===== config.mk =====
export PLATFORM = sky130hd
export DESIGN_NAME = bht_port_arbiter
export DESIGN_NICKNAME = d
export VERILOG_FILES = /design/src/rtl/bht_pkg.sv /design/src/rtl/bht_upd_fifo.sv /design/src/rtl/bht_port_arbiter.sv
export SDC_FILE = /design/constraint.sdc
export NUM_CORES = 1
export LEC_CHECK = 0
export CAP_MARGIN = 20
export CORE_UTILIZATION = 45
export CTS_CLUSTER_DIAMETER = 200
export DETAILED_ROUTE_END_ITERATION = 7
export MAX_ROUTING_LAYER = met4
export PLACE_DENSITY_LB_ADDON = 0.05
export RECOVER_POWER = 50
export SLEW_MARGIN = 20
export SYNTH_ARGS = -nofsm -noshare
export SYNTH_HDL_FRONTEND = slang
export SYNTH_SLANG_ARGS = --single-unit
export TNS_END_PERCENT = 1

===== constraint.sdc =====
create_clock -name clk -period 2.5 [get_ports clk]
set_input_delay 0.75 -clock clk [delete_from_list [all_inputs] [get_ports clk]]
set_output_delay 0.75 -clock clk [all_outputs]
set_load 0.1 [all_outputs]

===== src/rtl/bht_pkg.sv =====
// Shared BHT types: 2-bit saturating counter encoding and its update rule.
package bht_pkg;

  typedef logic [1:0] bht_ctr_t;

  localparam bht_ctr_t SNT = 2'd0;
  localparam bht_ctr_t WNT = 2'd1;
  localparam bht_ctr_t WT  = 2'd2;
  localparam bht_ctr_t ST  = 2'd3;

  function automatic bht_ctr_t sat_update(input bht_ctr_t ctr, input logic taken);
    if (taken)
      return (ctr == ST) ? ST : bht_ctr_t'(ctr + 2'd1);
    else
      return (ctr == SNT) ? SNT : bht_ctr_t'(ctr - 2'd1);
  endfunction

endpackage


===== src/rtl/bht_upd_fifo.sv =====
// In-order queue of pending BHT writes {idx, ctr} with a parallel search that
// returns the youngest queued value for a given index.
module bht_upd_fifo
  import bht_pkg::*;
#(
  parameter int IDX_W = 6,
  parameter int DEPTH = 4
) (
  input  logic                       clk,
  input  logic                       rst,
  input  logic                       push,
  input  logic [IDX_W-1:0]           push_idx,
  input  bht_ctr_t                   push_ctr,
  input  logic                       pop,
  output logic [IDX_W-1:0]           head_idx,
  output bht_ctr_t                   head_ctr,
  output logic [$clog2(DEPTH):0]     count,
  input  logic [IDX_W-1:0]           srch_idx,
  output logic                       srch_hit,
  output bht_ctr_t                   srch_ctr
);

  localparam int PTR_W = $clog2(DEPTH);

  logic [IDX_W-1:0] idx_mem [DEPTH];
  bht_ctr_t         ctr_mem [DEPTH];
  logic [PTR_W-1:0] head_reg;
  logic [PTR_W-1:0] tail_reg;
  logic [PTR_W:0]   count_reg;

  // Entry storage carries no reset: stale slots are masked by count_reg.
  always_ff @(posedge clk) begin
    if (push) begin
      idx_mem[tail_reg] <= push_idx;
      ctr_mem[tail_reg] <= push_ctr;
    end
  end

  always_ff @(posedge clk or posedge rst) begin
    if (rst) begin
      head_reg  <= '0;
      tail_reg  <= '0;
      count_reg <= '0;
    end else begin
      if (push) tail_reg <= tail_reg + 1'b1;
      if (pop)  head_reg <= head_reg + 1'b1;
      if (push && !pop)
        count_reg <= count_reg + 1'b1;
      else if (pop && !push)
        count_reg <= count_reg - 1'b1;
    end
  end

  assign head_idx = idx_mem[head_reg];
  assign head_ctr = ctr_mem[head_reg];
  assign count    = count_reg;

  // Compare by age: slot gi is the gi-th oldest live entry.
  logic [DEPTH-1:0] age_hit;
  bht_ctr_t         age_ctr [DEPTH];

  for (genvar gi = 0; gi < DEPTH; gi++) begin : g_age
    logic [PTR_W-1:0] slot;
    assign slot        = head_reg + PTR_W'(gi);
    assign age_hit[gi] = (count_reg > (PTR_W+1)'(gi)) && (idx_mem[slot] == srch_idx);
    assign age_ctr[gi] = ctr_mem[slot];
  end

  always_comb begin
    srch_hit = 1'b0;
    srch_ctr = SNT;
    for (int i = 0; i < DEPTH; i++) begin
      if (age_hit[i]) begin
        srch_hit = 1'b1;
        srch_ctr = age_ctr[i];
      end
    end
  end

endmodule


===== src/rtl/bht_port_arbiter.sv =====
// Arbitrates the single BHT port between fetch lookups and queued EX updates,
// forwards queued values to lookups, and keeps write/stall statistics.
module bht_port_arbiter
  import bht_pkg::*;
#(
  parameter int IDX_W = 6,
  parameter int DEPTH = 4
) (
  input  logic              clk,
  input  logic              rst,
  input  logic              lkp_valid,
  input  logic [IDX_W-1:0]  lkp_idx,
  output logic              lkp_ready,
  output logic              lkp_rvalid,
  output logic [1:0]        lkp_ctr,
  input  logic              upd_valid,
  input  logic [IDX_W-1:0]  upd_idx,
  input  logic              upd_taken,
  input  logic [1:0]        upd_ctr,
  output logic              upd_ready,
  output logic              bht_read,
  output logic              bht_write,
  output logic [IDX_W-1:0]  bht_idx,
  output logic [1:0]        bht_wdata,
  input  logic [1:0]        bht_rdata,
  output logic [31:0]       num_writes,
  output logic [31:0]       num_lkp_stall
);

  localparam int CNT_W = $clog2(DEPTH) + 1;

  logic [CNT_W-1:0] count;
  logic [IDX_W-1:0] head_idx;
  bht_ctr_t         head_ctr;
  logic             srch_hit;
  bht_ctr_t         srch_ctr;
  logic             full;
  logic             drain;
  logic             push;

  logic             lkp_rvalid_reg;
  logic             fwd_hit_reg;
  bht_ctr_t         fwd_ctr_reg;
  logic [31:0]      num_writes_reg;
  logic [31:0]      num_lkp_stall_reg;

  assign full = (count == CNT_W'(DEPTH));
  assign push = upd_valid && upd_ready;

  bht_upd_fifo #(.IDX_W(IDX_W), .DEPTH(DEPTH)) u_fifo (
    .clk      (clk),
    .rst      (rst),
    .push     (push),
    .push_idx (upd_idx),
    .push_ctr (sat_update(upd_ctr, upd_taken)),
    .pop      (drain),
    .head_idx (head_idx),
    .head_ctr (head_ctr),
    .count    (count),
    .srch_idx (lkp_idx),
    .srch_hit (srch_hit),
    .srch_ctr (srch_ctr)
  );

  // A full queue steals the port from fetch; otherwise lookups win and the
  // queue drains only on cycles fetch leaves idle.
  always_comb begin
    lkp_ready = !full;
    upd_ready = !full;
    drain     = full || (!lkp_valid && (count != '0));
    bht_read  = lkp_valid && !full;
    bht_write = drain;
    bht_idx   = '0;
    bht_wdata = SNT;
    if (drain) begin
      bht_idx   = head_idx;
      bht_wdata = head_ctr;
    end else if (bht_read) begin
      bht_idx   = lkp_idx;
    end
  end

  always_ff @(posedge clk or posedge rst) begin
    if (rst) begin
      lkp_rvalid_reg    <= 1'b0;
      fwd_hit_reg       <= 1'b0;
      fwd_ctr_reg       <= SNT;
      num_writes_reg    <= '0;
      num_lkp_stall_reg <= '0;
    end else begin
      lkp_rvalid_reg <= bht_read;
      fwd_hit_reg    <= bht_read && srch_hit;
      fwd_ctr_reg    <= srch_ctr;
      if (drain)
        num_writes_reg <= num_writes_reg + 32'd1;
      if (lkp_valid && full)
        num_lkp_stall_reg <= num_lkp_stall_reg + 32'd1;
    end
  end

  // Queued values are newer than the array, so a forward hit overrides bht_rdata.
  assign lkp_rvalid    = lkp_rvalid_reg;
  assign lkp_ctr       = !lkp_rvalid_reg ? SNT : (fwd_hit_reg ? fwd_ctr_reg : bht_rdata);
  assign num_writes    = num_writes_reg;
  assign num_lkp_stall = num_lkp_stall_reg;

endmodule


==> out/summary.txt, run 1 <==
final hold vios -> 0
CTS Buf Count -> 9
DR pass1 iterations -> 4
pwr/cell area -> 1127 mW/mm^2
grt ovf -> 0
Async S/R FF share, synth -> 70.09%
post-route insts no fill -> 819
Initial Utilization -> 46.88%
worst path arrival time -> 1.83 ns
I/O pins -> 100
CP max FO -> 5
Rows -> 40
Slew Limit Fails -> 0
Die Wd -> 114.8 microns
CTS tree -> done
CP peak stage delay -> 0.30 ns
Final Util -> 63.92%
largest net degree at the start of global routing -> 31
Worst Setup Start Kind -> primary input
cells on worst reg2reg path -> 10
min-delay src -> num_lkp_stall[31]
FMAX -> 387.8 MHz
Setup-failing EPs final -> 9
Top cell by count, worst path -> buf_12
Sink Count -> 107
antenna viol nets, final -> 0
worst clock skew -> 0.009564 ns
Cell Area, Placed -> 0.007401 sq mm
# diodes -> 0
post-synthesis instance area -> 0.005724 sq mm
Max clock buf depth -> 2
vias in the first global route -> 4157
HPWL after detailed placement -> 9.403 mm
initial DRC count -> 234
nets -> 681
Worst Hold Path Cells -> 1
Distinct cells, synth -> 47
# DRC -> 0
post-synthesis sequential area ratio -> 49.57%
GRT Total Usage -> 21.32%
Main synth FF type -> dfrtp_1
Max-slew headroom -> 29.96%
r2r startpoint -> u_fifo.head_reg[1]
Min-Delay Endpoint -> num_lkp_stall[31]
Max Cap Viol -> 0
CP Cell Sequence -> dlygate4sd2_1, nand2b_4, and2_4, inv_4, buf_12, o21ai_4, buf_12
CTS H-tree depth -> 3
Clock transition at path regs -> 0.07 ns
status -> finished, violations left
RSZ-0062 raised after global routing -> true
final instance area -> 0.007806 sq mm
Mapped Nets -> 530
crit path time final -> 2.579 ns
WL final -> 12.36 mm
Skew-Pair Late Insertion Delay -> 0.35 ns
setup slack after layout -> -0.07887 ns
first-pass GRT wire length -> 20.73 mm
Syn Area/Cell -> 11.54 sq um
die area -> 0.01318 sq mm
CP max stage cell -> dlygate4sd2_1
GP Congestion -> 0.8243
Synth Instances -> 496
initial antenna violation count -> 0
ratio of final minimum period to clock period -> 103.2%
share of cells above drive strength 1 -> 31.03%
area growth from synthesis to final layout -> 36.37%
Die Ht -> 114.8 microns
failing checks -> negative setup slack
Port-buffer cells -> 99
Routed WL per cell -> 15.09 microns
crit path kind -> in2out
Yosys warning total -> 0
Via density -> 5.055
placed cell count -> 799
number of fill cells in the layout -> 1022
Slew @ Worst Pin -> 1.045 ns
DP Worst Slack -> -0.3918 ns
Post-synth EDFFs -> 32
Crit. End Element -> output port
#FFs+latches synth -> 107
Core ar. -> 0.01221 sq mm
Pleak -> 3.543 nW
Critical R2R Capture -> fwd_ctr_reg[0]
reg2reg setup slack -> 0.16 ns
worst vdd ir -> 0.001123 V
routed via count -> 4140
clk root buf -> clkbuf_16
Hold Crit Class -> reg2reg
CP required -> 1.75 ns
==> report_power, final <==
group	leakage, nW	internal (mW)	switching [mW]
clock	0.139	0.729	0.617
combinational	2.10	2.05	3.06
sequential	1.30	2.09	0.248
==> through the flow <==
| step | setup TNS [ns] | power (mW) | hold WS, ns |
|---|---|---|---|
| after global placement | -9.355 | 7.222 | 0.4642 |
| after detailed placement | -10.82 | 7.291 | 0.4681 |
| after global routing | -1.356 | 9.256 | 0.4946 |
| final | -0.5595 | 8.796 | 0.4765 |
| after floorplan | -5.035 | 5.851 | 0.4973 |
| after CTS | -0.6209 | 8.850 | 0.4824 |
==> area by class of cell <==
cell class	instances	area, sq um	area share (%)
timing repair buffer	159	1541	19.75
clock buffer	12	256.5	3.286
inverter	15	60.06	0.7694
clock inverter	3	22.52	0.2885
sequential	107	2840	36.38
tap	168	210.2	2.693
multi-input combinational	355	2875	36.83
==> synthesized netlist by cell type (3+ instances only) <==
cell type / count / share of area, %
a211oi_1: 5 / 0.66
ha_1: 13 / 2.8
nand3_1: 30 / 2.6
xor2_1: 26 / 4.0
nor2b_1: 4 / 0.44
o21ai_0: 10 / 0.87
buf_2: 6 / 0.52
nor2_1: 15 / 0.98
edfxtp_1: 32 / 17
nor4_1: 4 / 0.44
buf_4: 4 / 0.52
nand2_1: 45 / 3.0
and3_1: 15 / 1.6
clkbuf_1: 6 / 0.39
a311oi_1: 4 / 0.61
mux4_2: 3 / 1.2
dfrtp_1: 75 / 33
mux2_2: 11 / 2.2
xnor2_1: 73 / 11
nor3_1: 5 / 0.44
inv_1: 13 / 0.85
a21oi_1: 4 / 0.35
and2_1: 3 / 0.33
nand4_1: 16 / 1.7
and4_1: 3 / 0.46
mux2i_1: 43 / 7.5
==> worst max path at each step <==
stage                               start             end  slack [ns]  depth (start not counted)
after floorplan           u_fifo.count[0]      bht_idx[0]       -0.31                          8
after global placement         lkp_idx[1]  fwd_ctr_reg[0]       -0.41                          8
after detailed placement       lkp_idx[1]  fwd_ctr_reg[0]       -0.39                          8
after CTS                 u_fifo.count[1]      bht_idx[5]       -0.08                          8
after global routing      u_fifo.count[0]      bht_idx[0]       -0.16                          8
final                           lkp_valid      bht_idx[5]       -0.08                          7
==> critical path, delay by kind of cell <==
family          cells  cell delay [ns]
buf+inv             4             0.70
compound gates      1             0.14
simple gates        2             0.24
==> repair_timing <==
action | 4_1_cts | 5_1_grt
buffers inserted | 3 | 2
gates resized for setup | 20 | 5
setup endpoints to repair | 11 | 12
hold buffers | 0 | 0
pin swaps | 1 | 1
==> placed cells by master, fill, tap and decap left out, types with 3 or more instances in the layout <==
| cell type | synthesis | final |
|---|---|---|
| o21ai_0 | 10 | 4 |
| nor4_1 | 4 | 3 |
| ha_1 | 13 | 12 |
| xor2_1 | 26 | 26 |
| dlymetal6s2s_1 | 0 | 3 |
| inv_1 | 13 | 10 |
| dfrtp_1 | 75 | 73 |
| xnor2_1 | 73 | 73 |
| edfxtp_1 | 32 | 32 |
| mux2_2 | 11 | 9 |
| mux2i_2 | 1 | 3 |
| nand3_1 | 30 | 30 |
| and4_1 | 3 | 3 |
| mux2i_1 | 43 | 39 |
| buf_4 | 4 | 115 |
| clkdlybuf4s50_1 | 0 | 9 |
| inv_2 | 2 | 3 |
| and3_1 | 15 | 14 |
| o21ai_4 | 0 | 6 |
| a311oi_1 | 4 | 4 |
| dlygate4sd3_1 | 0 | 7 |
| nand2_1 | 45 | 42 |
| nor2_1 | 15 | 15 |
| buf_12 | 1 | 23 |
| nor3_1 | 5 | 5 |
| a211oi_1 | 5 | 5 |
| nand4_1 | 16 | 16 |
| clkbuf_16 | 0 | 9 |
| mux4_2 | 3 | 3 |
| a21oi_1 | 4 | 3 |
==> cell families (layout without fill, tap and decap cells) <==
logic type / count (synthesis) / in the layout / synth area share [%]
muxes: 58 / 58 / 11.10
buffers and inverters: 34 / 189 / 3.170
AOI/OAI and AO/OA: 33 / 33 / 3.957
DFF: 107 / 107 / 49.57
adders and majority gates: 15 / 15 / 3.191
xor gates and xnor gates: 99 / 99 / 15.15
and+or+nand+nor: 150 / 150 / 13.86
==> routing by layer <==
metal  global-route usage (%)  wire (microns)
met1                    28.23            5988
met4                    7.013             124
met5                        -               0
met3                    4.481             429
met2                    32.81            5813
(Power assumes the default switching activity.)
==> inputs of run 2 (changes only) <==
Settings changed: SLEW_MARGIN 20 to unset.
==> results of run 2 <==
Same layout as run 1: the final DEF is identical, and so are final timing and power.
==> inputs of run 3 (changes only) <==
Settings changed: PLACE_DENSITY set to 0.76, PLACE_DENSITY_LB_ADDON 0.05 to unset.
==> out/summary.txt, run 3 (same netlist as run 1, synthesis figures left out) <==
failing checks -> negative setup slack
worst path arrival time -> 1.81 ns
CTS tree -> done
I/O pins -> 100
worst clock skew -> 0.007869 ns
HPWL after detailed placement -> 9.422 mm
Clk pwr share -> 15.9%
nets -> 678
Switching Share -> 45.05%
Core ar. -> 0.01221 sq mm
first-pass GRT wire length -> 20.40 mm
Skew-Pair Late Insertion Delay -> 0.35 ns
CTS Buf Count -> 9
CP Cell Sequence -> buf_6, mux2i_1, mux2_4, o21ai_4, buf_12
antenna viol nets, final -> 0
Sink Count -> 107
Hold Crit Class -> reg2reg
RSZ-0062 raised after global routing -> true
Slew @ Worst Pin -> 0.9842 ns
Die Wd -> 114.8 microns
vias in the first global route -> 4188
Max-slew headroom -> 34.02%
# DRC -> 0
CP max FO -> 8
worst vdd ir -> 0.0008597 V
sequential power share -> 26.6%
CP required -> 1.75 ns
share of cells above drive strength 1 -> 30.51%
Pleak -> 3.481 nW
most common cell after layout, fill and taps aside -> buf_4
Tot Pwr -> 8.802 mW
initial antenna violation count -> 0
Port-buffer cells -> 99
CP max stage cell -> dfrtp_2
Crit. End Element -> output port
final hold vios -> 0
placed cell count -> 792
Max Cap Viol -> 0
Setup-failing EPs final -> 8
GRT Total Usage -> 20.75%
ratio of final minimum period to clock period -> 102.3%
Slew Limit Fails -> 0
# diodes -> 0
CTS H-tree depth -> 3
die area -> 0.01318 sq mm
setup slack after layout -> -0.05701 ns
clk root buf -> clkbuf_16
status -> finished, violations left
FMAX -> 391.1 MHz
CP peak stage delay -> 0.46 ns
Clock transition at path regs -> 0.07 ns
WL final -> 12.61 mm
most frequent cells in the layout -> buf_4, xnor2_1, dfrtp_1, mux2i_1, nand2_1
Int Power -> 4.837 mW
Min Hold Slack -> 0.4836 ns
Psw -> 3.966 mW
DR pass1 iterations -> 4
post-route insts no fill -> 817
initial DRC count -> 186
pwr/cell area -> 1139 mW/mm^2
crit path time final -> 2.557 ns
GP Congestion -> 0.8900
Rows -> 40
Max clock buf depth -> 2
routed via count -> 4212
Worst Setup Start Kind -> register
DP Worst Slack -> -0.3618 ns
area growth from synthesis to final layout -> 34.95%
Gate power share -> 57.5%
Initial Utilization -> 46.88%
Routed WL per cell -> 15.43 microns
largest net degree at the start of global routing -> 32
crit path kind -> reg2out
grt ovf -> 0
Via density -> 5.155
Die Ht -> 114.8 microns
run 3: layout make-up:
type                    count  area (sq um)
inverters                  15         62.56
clock buffers              13         271.5
well taps                 168         210.2
flip-flops and latches    107          2841
fillers                   999          4487
clock inverters             3         26.28
multi-input cells         355          2892
repair buffers            156          1421
run 3: critical path, delay by kind of cell (launching register included):
| kind | cells | cell delay [ns] |
|---|---|---|
| AO/OA/AOI/OAI | 1 | 0.17 |
| buffers and inverters | 2 | 0.36 |
| flip-flops | 1 | 0.46 |
| multiplexers | 2 | 0.47 |
run 3: path summary, 6_finish.rpt:
| path | endpoint | start | depth (start not counted) | slack, ns |
|---|---|---|---|---|
| worst max-delay path | bht_idx[5] | u_fifo.head_reg[1] | 5 | -0.06 |
| worst min-delay path | num_writes[31] | num_writes[31] | 1 | 0.48 |
| worst max register to register | fwd_ctr_reg[0] | u_fifo.head_reg[1] | 9 | 0.02 |
| worst min register to register | num_writes[31] | num_writes[31] | 1 | 0.48 |
| max in group asynchronous | u_fifo.count[2] | rst | 3 | 0.22 |
| min in group asynchronous | num_lkp_stall[29] | rst | 2 | 1.02 |
run 3: stage by stage:
stage / area [sq um] / utilization [%] / TNS, ns
after floorplan: 5853 / - / -5.035
after detailed placement: 7298 / 59.76 / -11.46
after global routing: 7725 / 63.26 / -2.041
after CTS: 7722 / 63.24 / -0.4007
after global placement: 7298 / 59.76 / -9.415
final: 7725 / 63.26 / -0.3194
run 3: metal layers:
layer	track usage (%)	vias up	wire length (microns)
met5	-	-	0
met4	9.177	0	240
met3	2.794	17	455
met2	33.13	98	6289
met1	26.52	2061	5625
li1	-	2036	-
run 3: repair_timing:
item / in CTS / in global routing
hold buffers: 0 / 0
endpoints found under the setup margin: 10 / 11
gates resized for setup: 30 / 17
pin swaps: 3 / 0
setup buffers: 8 / 2
run 3: power groups by stage:
stage / registers (mW) / clock network (mW) / logic (mW)
2_1_floorplan: 2.88 / 0 / 2.97
3_3_place_gp: 2.34 / 0 / 4.71
3_5_place_dp: 2.36 / 0 / 4.79
4_1_cts: 2.34 / 1.44 / 5.00
5_1_grt: 2.38 / 1.52 / 5.33
6_report: 2.34 / 1.40 / 5.06
